<file path="src/rtl/cla_vector_sweep.sv">
// Vector counter for the sweep. The counter is laid out as {cin, a, b}, so
// a plain increment walks B fastest, then A, then Cin.
module cla_vector_sweep #(
  parameter int VW = 9
) (
  input  logic          clk,
  input  logic          rst,
  input  logic          clear,
  input  logic          step,
  output logic [VW-1:0] vec,
  output logic          last
);

  localparam logic [VW-1:0] VEC_ONE = VW'(1);

  logic [VW-1:0] vec_q;
  logic [VW-1:0] vec_d;

  // Next vector: clear wins over step so a restart always begins at zero.
  always_comb begin
    vec_d = vec_q;
    if (clear) begin
      vec_d = '0;
    end else if (step) begin
      vec_d = vec_q + VEC_ONE;
    end
  end

  // Vector register.
  always_ff @(posedge clk) begin
    if (rst) begin
      vec_q <= '0;
    end else begin
      vec_q <= vec_d;
    end
  end

  assign vec  = vec_q;
  assign last = &vec_q;

endmodule

</file>
<file path="config.mk">
export PLATFORM = sky130hd
export DESIGN_NAME = cla_vector_sweep
export DESIGN_NICKNAME = d
export VERILOG_FILES = /design/src/rtl/cla_vector_sweep.sv
export SDC_FILE = /design/constraint.sdc
export NUM_CORES = 1
export LEC_CHECK = 0
export BUFFER_PORTS_ARGS = -buffer_cell sky130_fd_sc_hd__buf_2
export CORE_AREA = 5 5 42 44
export CTS_CLUSTER_SIZE = 24
export DETAILED_ROUTE_END_ITERATION = 8
export DIE_AREA = 0 0 47 49
export GPL_TIMING_DRIVEN = 0
export PLACE_DENSITY_LB_ADDON = 0.12
export RECOVER_POWER = 100
export SETUP_SLACK_MARGIN = 0.15
export SYNTH_ARGS = -nofsm -noshare
export SYNTH_HDL_FRONTEND = slang
export SYNTH_SLANG_ARGS = --single-unit
</file>
<file path="constraint.sdc">
create_clock -name clk -period 1.2 [get_ports clk]
set_input_delay 0.12 -clock clk [delete_from_list [all_inputs] [get_ports clk]]
set_output_delay 0.12 -clock clk [all_outputs]
set_load 0.05 [all_outputs]
</file>
==> flow_summary.toml <==
[power_and_ir_drop]
seqPwrFrac_pct = 49.4
p_leak_nw = 0.2917
power_w = 0.0005866
ir_drop_mv = 0.4889
p_int_w = 0.0004434
power_density_nw_per_um2 = 763.6
combPwrFrac_pct = 10.2
swShare_pct = 24.41
p_switching_w = 0.0001432
p_clk_share_pct = 40.4

[clock_network]
ctsHtreeMaxLevel = 1
cts.clk_slew.worst_paths_ns = 0.06
clkSinkCount = 9
cts_buffers = 3
cts_tree = "done"
clockRootBuffer = "clkbuf_4"
ctsHoldBuffers = 0
clk_latency_ns = 0.26
clock_path_buffers = 2

[synth]
synth-simple-area-share_pct = 24.92
syn_inst = 44
yosysTopAreaCell = "dfxtp_1"
synthXorXnorAreaFrac_pct = 8.723
synth.top_cells.by_area = "dfxtp_1 (45%), xor2_1 (6.5%), ha_1 (6.2%)"
ys_types = 19
synth_fp_nets = 50
synth_top_family_by_area = "simple AND/OR/NAND/NOR gates"
synth_fa_ha_area_share_pct = 6.231
ys_seq_area_share_pct = 44.86
synth_compound_area_share_pct = 8.100
synth_mux_area_share_pct = 4.984
ys_ff_latch = 9
avgSynthCellArea_um2 = 9.128
synth_top_area_share_pct = 44.86
synth_area_um2 = 401.6
ys_warn_count = 0

[floorplanning]
die_w_um = 47
rows = 14
ios = 14
start_util_pct = 28.66
coreArea_um2 = 1401
die_area_um2 = 2303
die_h_um = 49

[timing]
hold_viol = 0
clock_skew_ns = 0.004831
hold-worst-slack_ns = 0.2824
setup_tns_ns = -0.4223
period_share_pct = 115.1
period_needed_ns = 1.382
setup_ws_ns = -0.1816
final-setup-viol-count = 4
max_freq_mhz = 723.8
max_slew.worst_pin.slew_ns = 0.4722
drv_slew = 0
rsz0062_at_grt = "true"
relSlewSlack_pct = 68.52

[layout]
num_antenna_cells = 0
instances_no_fill = 88
fin_nets = 79
final_cell_mix = "buf_4 (7), dfxtp_4 (7), buf_2 (6), nor2_1 (6), buf_6 (6)"
final_layout_size_suffix_gt1_share_pct = 68.06
largest_register_ffs = 9
area_delta_synth_final_pct = 91.28
fillers = 138
stdcell_area_um2 = 768.2

[global_route]
grt_pass1_vias = 373
antenna_found_initial = 0
grt_pass1_wl_um = 1538
grt_overflow = 0
grt_max_degree = 10
track_usage_pct = 9.457

[placement]
placed_cells = 72
hpwlAfterDp_um = 642.3
io_buffer_count = 12
place_area_um2 = 539.3
gp_congestion = 0.6768

[detailed_routing]
drt_pass1_iterations = 4
viasPerCell = 4.807
wl_um = 1118
drt_iter0_markers = 2
drc = 0
ant_nets = 0
wire_per_inst_um = 12.70
vias = 423

[worst_setup_path]
critPathArrivalTime_ns = 1.26
critPathRequiredTime_ns = 1.08
worstSetupPathType = "flip-flop to primary output"
cp-start-kind = "flip-flop"
crit_fanout = 2
crit_path_end_kind = "primary output"

[flow_run]
max_cap_violations = 0

[outcome]
outcome = "finished, violations left"
violations = "setup timing"

[min_path]
hold_class = "input pin to flip-flop"
==> power groups by stage <==
stage                     registers, W  clock network, W  logic (W)
after floorplan               0.000306                 0  0.0000175
after global placement        0.000298                 0  0.0000346
after detailed placement      0.000298                 0  0.0000351
after CTS                     0.000289          0.000249  0.0000420
after global routing          0.000290          0.000275  0.0000638
final                         0.000290          0.000237  0.0000599
==> Yosys cell counts <==
cell and instances:
xnor2_1 1, nand3_1 2, mux2i_1 2, nand2_1 3, or2_2 1, buf_2 1, nor3_1 1, o31ai_1 1
nand4_1 2, dfxtp_1 9, xor2_1 3, o21ai_0 2, clkbuf_1 1, nor2_1 6, or3_2 2, ha_1 2
nand3_2 1, or4_1 1, a21oi_1 3
==> metal layers <==
metal  routed length [um]  share of wire, %  vias up  GRT usage, %
met3                  100               8.9        0         7.380
li1                     -                 -      212             -
met1                  443                40      198         11.95
met4                    0                 0        0         2.765
met5                    0                 0        -             0
met2                  574                51       13         12.22
==> timing repair <==
item | in CTS | in global routing
resized for setup | 10 | 23
setup endpoints to repair | 5 | 13
buffers inserted | 6 | 6
pin swaps | 1 | 8
==> critical path, cell delays in order (launching register included) <==
cell     delay [ns]
dfxtp_4        0.36
ha_4           0.13
nand2_2        0.05
nor3_2         0.12
ha_2           0.19
buf_6          0.15
==> cell type report <==
cell class,instances,area (um^2),area share (%)
multi-input combinational,33,277.8,36.16
clock buffer,4,26.28,3.420
sequential,9,207.7,27.04
buffer,2,8.758,1.140
timing repair buffer,24,227.7,29.64
tap,16,20.02,2.606
==> worst paths after layout <==
check	from	end	slack, ns	cells past startpoint
setup / recovery	vec[1]$_SDFFE_PP0P_	last	-0.18	5
hold reg to reg	vec[7]$_SDFFE_PP0P_	vec[7]$_SDFFE_PP0P_	0.49	2
hold / removal	step	vec[8]$_SDFFE_PP0P_	0.28	3
setup reg to reg	vec[1]$_SDFFE_PP0P_	vec[7]$_SDFFE_PP0P_	-0.12	4
==> cells by family after synthesis <==
group                      after synthesis
AOI/OAI and AO/OA                        6
and+or+nand+nor                         19
muxes                                    2
DFF                                      9
xor gates and xnor gates                 4
adders and majority gates                2
buffers and inverters                    2
==> per-stage QoR <==
step | utilization [%] | worst slack (ns)
6_report | 54.82 | -0.1816
5_1_grt | 54.82 | -0.2557
4_1_cts | 45.89 | -0.1997
3_5_place_dp | 38.48 | -0.09478
3_3_place_gp | 38.48 | -0.09205
2_1_floorplan | - | -0.1431
No activity file was read; power rests on OpenSTA's default activity.
